**src/rtl/uart_tx_mmio.sv**
```systemverilog
// Memory-mapped UART transmitter: byte FIFO fed by CPU stores, serialised as 8N1 frames, LSB first.
// Define UART_TX_PARITY_EN to insert an even-parity bit between the data bits and the stop bit.
module uart_tx_mmio #(
   parameter int unsigned CLKS_PER_BIT = 16,
   parameter int unsigned FIFO_AW      = 2
) (
   input  logic               clk,
   input  logic               rst,
   input  logic               wr_en,
   input  logic [31:0]        wr_data,
   input  logic               clr_overflow,
   output logic               txd,
   output logic               tx_busy,
   output logic               fifo_full,
   output logic               fifo_empty,
   output logic [FIFO_AW:0]   fifo_count,
   output logic               overflow
);

   localparam int unsigned DEPTH  = 1 << FIFO_AW;
   localparam int unsigned CNT_W  = FIFO_AW + 1;
   localparam int unsigned BAUD_W = (CLKS_PER_BIT > 1) ? $clog2(CLKS_PER_BIT) : 1;
   localparam logic [BAUD_W-1:0] BAUD_LAST = BAUD_W'(CLKS_PER_BIT - 1);
   localparam logic [CNT_W-1:0]  DEPTH_CNT = CNT_W'(DEPTH);

   typedef enum logic [2:0] {
      IDLE   = 3'd0,
      START  = 3'd1,
      DATA   = 3'd2,
`ifdef UART_TX_PARITY_EN
      PARITY = 3'd4,
`endif
      STOP   = 3'd3
   } state_t;

   state_t              state;
   logic [BAUD_W-1:0]   baud_cnt;
   logic [2:0]          bit_idx;
   logic [7:0]          shift_reg;
   logic [7:0]          fifo_mem [DEPTH];
   logic [FIFO_AW-1:0]  wr_ptr;
   logic [FIFO_AW-1:0]  rd_ptr;
   logic [7:0]          head;
   logic                baud_last;
   logic                pop;
   logic                wr_ok;
   logic                wr_drop;
   logic                unused_wr_data_hi;

   assign unused_wr_data_hi = ^wr_data[31:8];

   assign fifo_full  = (fifo_count == DEPTH_CNT);
   assign fifo_empty = (fifo_count == '0);
   assign tx_busy    = (state != IDLE) || !fifo_empty;
   assign head       = fifo_mem[rd_ptr];
   assign baud_last  = (baud_cnt == BAUD_LAST);

   // The head is consumed when the line is free, or on the final stop cycle for a gapless next frame.
   assign pop     = !fifo_empty && ((state == IDLE) || ((state == STOP) && baud_last));
   assign wr_ok   = wr_en && (!fifo_full || pop);
   assign wr_drop = wr_en && fifo_full && !pop;

   always_ff @(posedge clk) begin
      if (wr_ok) begin
         fifo_mem[wr_ptr] <= wr_data[7:0];
      end
   end

   // FIFO pointers, occupancy and sticky overflow (a set wins over a coincident clear).
   always_ff @(posedge clk) begin
      if (rst) begin
         wr_ptr     <= '0;
         rd_ptr     <= '0;
         fifo_count <= '0;
         overflow   <= 1'b0;
      end else begin
         if (wr_ok) begin
            wr_ptr <= FIFO_AW'(wr_ptr + 1'b1);
         end
         if (pop) begin
            rd_ptr <= FIFO_AW'(rd_ptr + 1'b1);
         end
         case ({wr_ok, pop})
            2'b10:   fifo_count <= CNT_W'(fifo_count + 1'b1);
            2'b01:   fifo_count <= CNT_W'(fifo_count - 1'b1);
            default: fifo_count <= fifo_count;
         endcase
         if (wr_drop) begin
            overflow <= 1'b1;
         end else if (clr_overflow) begin
            overflow <= 1'b0;
         end
      end
   end

`ifdef UART_TX_PARITY_EN
   logic parity_bit;

   always_ff @(posedge clk) begin
      if (rst) begin
         parity_bit <= 1'b0;
      end else if (pop) begin
         parity_bit <= ^head;
      end
   end
`endif

   // Frame sequencer; txd is registered, so each bit appears the cycle after its boundary edge.
   always_ff @(posedge clk) begin
      if (rst) begin
         state     <= IDLE;
         txd       <= 1'b1;
         baud_cnt  <= '0;
         bit_idx   <= '0;
         shift_reg <= '0;
      end else begin
         case (state)
            IDLE: begin
               if (pop) begin
                  shift_reg <= head;
                  baud_cnt  <= '0;
                  state     <= START;
                  txd       <= 1'b0;
               end
            end
            START: begin
               if (baud_last) begin
                  baud_cnt <= '0;
                  bit_idx  <= '0;
                  state    <= DATA;
                  txd      <= shift_reg[0];
               end else begin
                  baud_cnt <= BAUD_W'(baud_cnt + 1'b1);
               end
            end
            DATA: begin
               if (baud_last) begin
                  baud_cnt  <= '0;
                  shift_reg <= {1'b0, shift_reg[7:1]};
                  if (bit_idx == 3'd7) begin
`ifdef UART_TX_PARITY_EN
                     state <= PARITY;
                     txd   <= parity_bit;
`else
                     state <= STOP;
                     txd   <= 1'b1;
`endif
                  end else begin
                     bit_idx <= 3'(bit_idx + 1'b1);
                     txd     <= shift_reg[1];
                  end
               end else begin
                  baud_cnt <= BAUD_W'(baud_cnt + 1'b1);
               end
            end
`ifdef UART_TX_PARITY_EN
            PARITY: begin
               if (baud_last) begin
                  baud_cnt <= '0;
                  state    <= STOP;
                  txd      <= 1'b1;
               end else begin
                  baud_cnt <= BAUD_W'(baud_cnt + 1'b1);
               end
            end
`endif
            STOP: begin
               if (baud_last) begin
                  baud_cnt <= '0;
                  if (pop) begin
                     shift_reg <= head;
                     state     <= START;
                     txd       <= 1'b0;
                  end else begin
                     state <= IDLE;
                  end
               end else begin
                  baud_cnt <= BAUD_W'(baud_cnt + 1'b1);
               end
            end
            default: begin
               state <= IDLE;
               txd   <= 1'b1;
            end
         endcase
      end
   end

endmodule

```
**config.mk**
```make
export PLATFORM = sky130hd
export DESIGN_NAME = uart_tx_mmio
export DESIGN_NICKNAME = d
export VERILOG_FILES = /design/src/rtl/uart_tx_mmio.sv
export SDC_FILE = /design/constraint.sdc
export NUM_CORES = 1
export LEC_CHECK = 0
export CORE_MARGIN = 2
export CORE_UTILIZATION = 45
export DETAILED_ROUTE_END_ITERATION = 8
export GPL_ROUTABILITY_DRIVEN = 0
export PLACE_DENSITY = 0.73
export SLEW_MARGIN = 20
export SYNTH_ARGS = -nofsm -noshare
export SYNTH_HDL_FRONTEND = slang
export SYNTH_SLANG_ARGS = --single-unit
```
**constraint.sdc**
```tcl
create_clock -name clk -period 2.3 [get_ports clk]
set_clock_uncertainty 0.15 [all_clocks]
set_input_delay 0.46 -clock clk [delete_from_list [all_inputs] [get_ports clk]]
set_output_delay 0.46 -clock clk [all_outputs]
set_load 0.02 [all_outputs]
```
# Word level (Yosys, flattened, before mapping)
# Memory sizes are Yosys's and may differ from the RTL's. A register that Yosys moved wholly into a read port is not among the register bits.
# Index checks and enable logic that the tools add are counted.
# word_totals
reg_bits	27
latch_bits	0
mem_bits_rw	32
rom_bits	0
elab_cells	86
n_memories	1
# memory_table
memory	words	width	rd	rd_clocked_by_memory_dff	wr	line	source
fifo_mem	4	8	1	1	1	40	logic [7:0] fifo_mem [DEPTH];
# op_classes
n_addsub	6
multipliers	0
div_mod_pow	0
magnitude_cmp	0
eq_ne	14
shift	0
mux	31
n_bitwise	0
n_reduce_logical	25
# ops
cell	count
3-bit two-way mux	8
8-bit two-way mux	3
8-bit case mux with 3 select lines	1
2-bit != test (second input constant)	6
3-bit case mux with 2 select lines	2
3-bit case mux with 4 select lines	1
1-bit two-way mux	10
4-bit two-way mux	2
4-bit case mux with 2 select lines	1
2-bit nonzero test	4
3-bit by 1-bit adder with 3-bit output (second input constant)	2
3-bit by 2-bit == test with 1-bit output (second input constant)	2
3-bit == test (second input constant)	2
3-bit logical NOT	2
3-bit AND reduction	2
3-bit nonzero test	2
1-bit logical AND	5
5-bit AND reduction	1
2-bit by 1-bit adder with 2-bit output (second input constant)	2
4-bit by 1-bit adder with 4-bit output (second input constant)	1
4-bit == test (second input constant)	1
2-bit two-way mux	2
1-bit case mux with 4 select lines	1
4-bit AND reduction	1
other kinds (8)	12

# Longest topological paths before layout
# Gate-level depths: netlist of run 1.
# logic_depth
word_depth	8
depth_mapped	9
ltp_nobuf	9

# Worst setup path after synthesis of run 1
# Ideal clock, no wire load.
# synth_path
kind	reg2reg
startpoint	register baud_cnt[0]
endpoint	register fifo_count[2]
setup_ns	0.119
t_arrival_ns	2.131
required_ns	2.031
path_slack_ns	-0.100
stages_incl_launch_ff	9
n_path_buf	0
synth_period_minus_slack_ns	2.400
cell_sequence	dfxtp_1 > ha_1 > a41oi_1 > nor2_1 > nand2_1 > fa_1 > or3_1 > a31oi_1 > a21oi_1
# synth_between
elab_chain_cells	8
word_cells_on_any_way	10
classes_between	3 x eq/ne; 1 x mux; 6 x reduce/logical
# synth_rtl
element	line	source
start: declaration	37	logic [BAUD_W-1:0] baud_cnt;
start signal: assignment	133	baud_cnt <= BAUD_W'(baud_cnt + 1'b1);
start signal: assignment	153	baud_cnt <= BAUD_W'(baud_cnt + 1'b1);
start signal: assignment	178	baud_cnt <= BAUD_W'(baud_cnt + 1'b1);
4-bit == test *	56	assign baud_last = (baud_cnt == BAUD_LAST);
1-bit logical AND *	59	assign pop = !fifo_empty && ((state == IDLE) || ((state == STOP) && baud_last));
1-bit logical OR *	59	
1-bit logical AND *	59	
1-bit logical OR	60	assign wr_ok = wr_en && (!fifo_full || pop);
1-bit logical AND	60	
2-bit by 1-bit == test with 1-bit output or 2-bit == test (tied branches)	83	case ({wr_ok, pop})
3-bit case mux with 2 select lines or 2-bit nonzero test (tied branches)	n/a	
end signal: assignment	84	2'b10: fifo_count <= CNT_W'(fifo_count + 1'b1);
end signal: assignment	85	2'b01: fifo_count <= CNT_W'(fifo_count - 1'b1);
end signal: assignment	86	default: fifo_count <= fifo_count;
end: declaration	16	output logic [FIFO_AW:0] fifo_count,
# Mark *: on every way between the ends. The rest lies on a longest branch, timed or not.
# A chain may end at the register's enable or synchronous reset.

# Worst setup path in the final report of run 1
# layout_path
startpoint	register state[0]
endpoint	output tx_busy
# layout_between
elab_chain_cells	2
# layout_rtl
element	line	source
start: declaration	36	state_t state;
start signal: assignment	111	state <= IDLE;
start signal: assignment	122	state <= START;
start signal: assignment	130	state <= DATA;
3-bit nonzero test	54	assign tx_busy = (state != IDLE) || !fifo_empty;
1-bit logical OR	54	
end: declaration	13	output logic tx_busy,
# No other way between the ends.

==> flow_metrics.tcl, run 1 <==
set metrics [dict create \
    reg2reg_to "fifo_count[2]$_SDFFE_PP0P_" \
    syn-num-nets 275 \
    synth-edff-count 32 \
    clk_latency_ps 340 \
    fp.dieH_um 83.0 \
    min-delay-start "shift_reg[2]$_SDFFE_PP0P_" \
    post-cts-setup-buffer-count 0 \
    synth_cell_types 55 \
    outcome "completed" \
    p_per_area_nw_per_um2 1180 \
    antenna_cells 0 \
    drt_iter0_markers 112 \
    drc 0 \
    timing.hold.ws_ps 315 \
    htreeDepth 3 \
    routed_wl_um 5130 \
    clkTransAtPathRegs_ps 70 \
    place.port_buffers 19 \
    grt_pass1_vias 1927 \
    cts-root-buf "clkbuf_8" \
    syn_avg_cell_area_um2 12.4 \
    cap_violations 0 \
    grt.overflow.total 0 \
    numCtsBuffers 9 \
    vdd_ir_drop_max_v 0.000491 \
    synth_top_family_by_area "simple AND/OR/NAND/NOR gates" \
    worstRegToRegCells 8 \
    yosys.area.top_type "edfxtp_1" \
    critPathRequiredTime_ps 1690 \
    period_share 0.960 \
    ys.flop_type "edfxtp_1" \
    first_pass_iters 4 \
    whs_endpoint "shift_reg[2]$_SDFFE_PP0P_" \
    cts.sinks 60 \
    slew_viol_final 0 \
    synthAdderAreaFrac 0.0562 \
    p_leak_nw 1.20 \
    syn-cell-area_um2 2810 \
    drtAntennaViolNets 0 \
    synth.most_common_cell "edfxtp_1" \
    hold_buffers 0 \
    wl_per_cell_um 14.9 \
    max_freq_mhz 453 \
    num-nets-final 313 \
    synth-compound-area-share 0.111 \
    die_x_um 83.0 \
    async_flop_share 0 \
    ff2ff_setup_slack_ps 130 \
    dpl.hpwl_um 3610 \
    finalCriticalPeriod_ps 2210 \
    min_path_cells 2 \
    yosys.area_share.simple 0.130 \
    grt_pass1_wl_um 8940 \
    hp-class "reg -> reg" \
    synthXorXnorAreaFrac 0.0156 \
    cp-end-kind "output port" \
    n_fill_cell 466 \
    placementRows 28 \
    ios 44 \
    synth.top_cell.area_share 0.342 \
    tns_ps 0 \
    worst_ep_arrival_time_ps 1600 \
    coreArea_um2 5990 \
    critPathKind "reg -> out" \
    synth_cells 227 \
    rsz0062_at_grt "true" \
    yosysSeqAreaShare 0.542 \
    viasPerCell 5.44 \
    num_vias 1876 \
    ctsResizeCount 6 \
    syn_to_final_growth_pct 21.1 \
    hold_viol_final 0 \
    clock_path_buffers 2 \
    muxShareOfSynthArea 0.103 \
    multi_input_area_um2 1200 \
    layout-drive-gt1-share 0.281 \
    ff_latch_area_um2 1530 \
    max_slew.worst_pin.slew_ps 365 \
    yosys_warnings 0 \
    largest_register_ffs 32 \
    placed_cells 329 \
    fin_cells 345 \
    cp_max_fo 4 \
    track_usage 0.163 \
    yosys-top-cells-count "edfxtp_1 (32), dfxtp_1 (28), a21oi_1 (18)" \
    cts_tree "done" \
    setup_viol 0 \
    reg2reg_from "baud_cnt[1]$_SDFFE_PP0P_" \
    dieArea_um2 6880 \
    relSlewSlack 0.750 \
    cp-start-kind "flop" \
    antenna_found_initial 0 \
    grt_max_degree 18 \
    start_util 0.468 \
    synthTopCellsByArea "edfxtp_1 (34%), dfxtp_1 (20%), mux4_2 (6.4%), ha_1 (4.9%), a21oi_1 (3.2%)" \
    synth-seq-cells 60 \
]
[cells in the final DEF, fill, tap and decap left out, types with 2 or more instances in the layout]
cell type | Yosys | final
dfxtp_1 | 28 | 24
a211o_1 | 2 | 2
nor3_1 | 3 | 3
a31oi_1 | 2 | 2
nand3b_1 | 2 | 2
a21oi_1 | 18 | 18
edfxtp_1 | 32 | 32
nand3_1 | 14 | 14
ha_1 | 11 | 8
dfxtp_2 | 0 | 4
nand2b_1 | 2 | 2
and4b_2 | 2 | 2
o21ai_0 | 10 | 10
nand4_1 | 2 | 2
clkdlybuf4s50_1 | 0 | 16
nor2_1 | 16 | 15
mux2i_1 | 2 | 2
clkbuf_8 | 2 | 9
or3_1 | 2 | 2
clkinvlp_4 | 0 | 2
inv_1 | 6 | 6
mux2_2 | 8 | 8
buf_4 | 2 | 22
xnor2_1 | 4 | 4
nand2_1 | 5 | 5
ha_2 | 0 | 2
nor3b_1 | 2 | 2
and2_2 | 4 | 4
a32oi_1 | 2 | 2
clkinv_4 | 0 | 2
o22ai_1 | 2 | 2
mux4_2 | 8 | 8
[worst max-delay path by stage]
| stage | cells after the start | start | to | slack (ps) |
|---|---|---|---|---|
| global route | 8 | baud_cnt[1]$_SDFFE_PP0P_ | fifo_count[2]$_SDFFE_PP0P_ | -30 |
| detailed placement | 5 | wr_en | fifo_mem[1][3]$_DFFE_PP_ | -50 |
| floorplan | 8 | state[0]$_SDFFE_PP0P_ | fifo_count[2]$_SDFFE_PP0P_ | -2 |
| global placement | 5 | wr_en | fifo_mem[0][3]$_DFFE_PP_ | -40 |
| finish | 4 | state[0]$_SDFFE_PP0P_ | tx_busy | 90 |
| CTS | 2 | fifo_count[0]$_SDFFE_PP0P_ | fifo_count[0] | 10 |
[per-stage QoR]
step	power (mW)	setup WS [ps]	utilization	area (um2)
finish	4.01	92.8	0.567	3400
global route	4.27	-25.7	0.567	3400
CTS	4.01	12.4	0.564	3380
detailed placement	3.07	-48.7	0.531	3180
global placement	3.04	-38.5	0.531	3180
floorplan	2.56	-1.94	-	2830
[cell type report]
| class | count | share of cell area |
|---|---|---|
| Clock buffer | 9 | 0.0365 |
| Clock inverter | 7 | 0.0225 |
| Inverter | 7 | 0.00773 |
| Multi-Input combinational cell | 146 | 0.353 |
| Sequential cell | 60 | 0.449 |
| Tap cell | 75 | 0.0276 |
| Timing Repair Buffer | 41 | 0.103 |
[report_power, final]
group | internal, mW | switching (mW) | total [mW]
Clock | 0.505 | 0.438 | 0.942
Sequential | 1.33 | 0.133 | 1.46
Combinational | 0.818 | 0.787 | 1.61
Total | 2.65 | 1.36 | 4.01
[worst max-delay path, stage by stage, from the launching register on]
cell and delay (ps):
dfxtp_2 340, inv_1 120, ha_4 170, or4b_4 460
buf_2 180
[per-layer routing]
layer  GRT usage  vias up  part of all wire
met2       0.258       34              0.48
li1            -      946                 -
met5           0        -                 0
met3      0.0477        5             0.034
met4      0.0820        0             0.015
met1       0.205      891              0.47
[logic make-up (layout without fill, tap and decap cells)]
family                     count (synthesis)  in the layout
and+or+nand+nor                           63             63
DFF                                       60             60
AOI/OAI and AO/OA                         48             48
buffers and inverters                     21             64
muxes                                     18             18
adders and majority gates                 12             12
xor gates and xnor gates                   5              5
(Power assumes the default switching activity.)
==> run 2, diff against run 1 <==
--- a/config.mk
+++ b/config.mk
@@ -6,10 +6,11 @@
 export NUM_CORES = 1
 export LEC_CHECK = 0
 export CORE_MARGIN = 2
-export CORE_UTILIZATION = 45
+export CORE_UTILIZATION = 50
+export CTS_BUF_LIST = sky130_fd_sc_hd__clkbuf_2 sky130_fd_sc_hd__clkbuf_4 sky130_fd_sc_hd__clkbuf_8
 export DETAILED_ROUTE_END_ITERATION = 8
 export GPL_ROUTABILITY_DRIVEN = 0
-export PLACE_DENSITY = 0.73
+export PLACE_DENSITY = 0.8
 export SLEW_MARGIN = 20
 export SYNTH_ARGS = -nofsm -noshare
 export SYNTH_HDL_FRONTEND = slang
==> flow_metrics.tcl, run 2 (synthesis gave the netlist of run 1 again) <==
set metrics [dict create \
    clkPwrFrac 0.252 \
    htreeDepth 3 \
    cts-root-buf "clkbuf_8" \
    clock_path_buffers 2 \
    hp-class "reg -> reg" \
    ios 44 \
    vdd_ir_drop_max_v 0.000584 \
    crit_chain "nor3_4, clkdlybuf4s50_1" \
    antenna_cells 0 \
    fin_util 0.625 \
    fin_ws_ps 98.0 \
    outcome "completed" \
    first_pass_iters 4 \
    critPathRequiredTime_ps 1690 \
    crit_buf_inv 1 \
    max_freq_mhz 454 \
    placed_cells 325 \
    critical_path.top_delay_family "buffers and inverters" \
    max_slew.worst_pin.slew_ps 362 \
    largest_register_ffs 32 \
    viasPerCell 5.56 \
    coreArea_um2 5470 \
    p_switching_mw 1.35 \
    routed_wl_um 5110 \
    relSlewSlack 0.753 \
    p_per_area_nw_per_um2 1200 \
    slowest_delay_ps 640 \
    num_vias 1896 \
    n_fill_cell 426 \
    wl_per_cell_um 15.0 \
    drc 0 \
    period_share 0.957 \
    setup_viol 0 \
    cts.sinks 60 \
    post-cts-setup-buffer-count 0 \
    hold_buffers 0 \
    layout-drive-gt1-share 0.290 \
    cp-end-kind "output port" \
    syn_to_final_growth_pct 21.9 \
    grt_pass1_wl_um 8830 \
    layout_common_cells "edfxtp_1 (32), dfxtp_1 (23), buf_4 (21)" \
    track_usage 0.183 \
    cp_max_fo 4 \
    die_x_um 78.9 \
    clk_latency_ps 340 \
    pwr-share-seq 0.356 \
    start_util 0.513 \
    p_leak_nw 1.20 \
    rsz0062_at_grt "true" \
    placementRows 27 \
    cap_violations 0 \
    final_common_cell "edfxtp_1" \
    fp.dieH_um 78.9 \
    critPathKind "reg -> out" \
    place.port_buffers 19 \
    dieArea_um2 6230 \
    place_ws_ps -44.6 \
    finalCriticalPeriod_ps 2200 \
    internal_power_mw 2.77 \
    timing.hold.ws_ps 320 \
    drt_iter0_markers 113 \
    power_frac_comb 0.392 \
    fin_cells 341 \
    grt_max_degree 22 \
    numCtsBuffers 9 \
    cts_tree "done" \
    worst_ep_arrival_time_ps 1590 \
    p_sw_frac 0.327 \
    cp_slowest_cell "clkdlybuf4s50_1" \
    tns_ps 0 \
    grt.overflow.total 0 \
    slew_viol_final 0 \
    hold_viol_final 0 \
    dpl.hpwl_um 3540 \
    drtAntennaViolNets 0 \
    antenna_found_initial 0 \
    num-nets-final 312 \
    clkTransAtPathRegs_ps 70 \
    cp-start-kind "flop" \
    grt_pass1_vias 1886 \
]
[run 2: metal layers]
metal / track usage / vias to the layer above / part of all wire / wire length [um]
met1: 0.234 / 920 / 0.46 / 2350
met5: 0 / - / 0 / 0
met3: 0.0477 / 4 / 0.026 / 134
met2: 0.305 / 34 / 0.51 / 2580
li1: - / 938 / - / -
met4: 0.0586 / 0 / 0.0074 / 38
[run 2: path summary, 6_finish.rpt]
path | from | endpoint | slack (ps) | depth (start not counted)
max reg2reg | state[0]$_SDFFE_PP0P_ | fifo_count[2]$_SDFFE_PP0P_ | 130 | 8
min reg2reg | overflow$_SDFFE_PP0P_ | overflow$_SDFFE_PP0P_ | 320 | 2
max | fifo_count[2]$_SDFFE_PP0P_ | fifo_empty | 100 | 2
min | overflow$_SDFFE_PP0P_ | overflow$_SDFFE_PP0P_ | 320 | 2
[run 2: worst min-delay path, delay by kind of cell (launching register included)]
| kind | cells | cell delay (ps) |
|---|---|---|
| AOI/OAI and AO/OA | 1 | 50 |
| and+or+nand+nor | 1 | 60 |
| DFF | 1 | 310 |
[run 2: layout make-up]
| class | count | area [um2] | share of cell area |
|---|---|---|---|
| clock inverters | 6 | 88.8 | 0.0260 |
| clock buffers | 10 | 131 | 0.0384 |
| well taps | 72 | 90.1 | 0.0263 |
| inverters | 7 | 26.3 | 0.00768 |
| repair buffers | 40 | 342 | 0.0999 |
| multi-input cells | 146 | 1210 | 0.354 |
| flip-flops and latches | 60 | 1530 | 0.447 |
[run 2: what timing repair did]
item / 4_1_cts / 5_1_grt
pin swaps: 0 / 3
hold endpoints to repair: 0 / 0
endpoints found under the setup margin: 3 / 2
gates resized for setup: 10 / 7
[run 2: power groups by stage]
stage / clock network, mW / registers, mW / logic (mW)
after CTS: 1.06 / 1.45 / 1.62
after global routing: 1.11 / 1.49 / 1.78
after detailed placement: 0 / 1.48 / 1.59
after global placement: 0 / 1.47 / 1.56
after floorplan: 0 / 1.44 / 1.11
final: 1.04 / 1.47 / 1.61
[run 2: metrics by stage]
stage	total power [mW]	area, um2
after detailed placement	3.07	3170
after CTS	4.14	3400
after global placement	3.02	3170
final	4.12	3420
after global routing	4.38	3420
after floorplan	2.56	2830
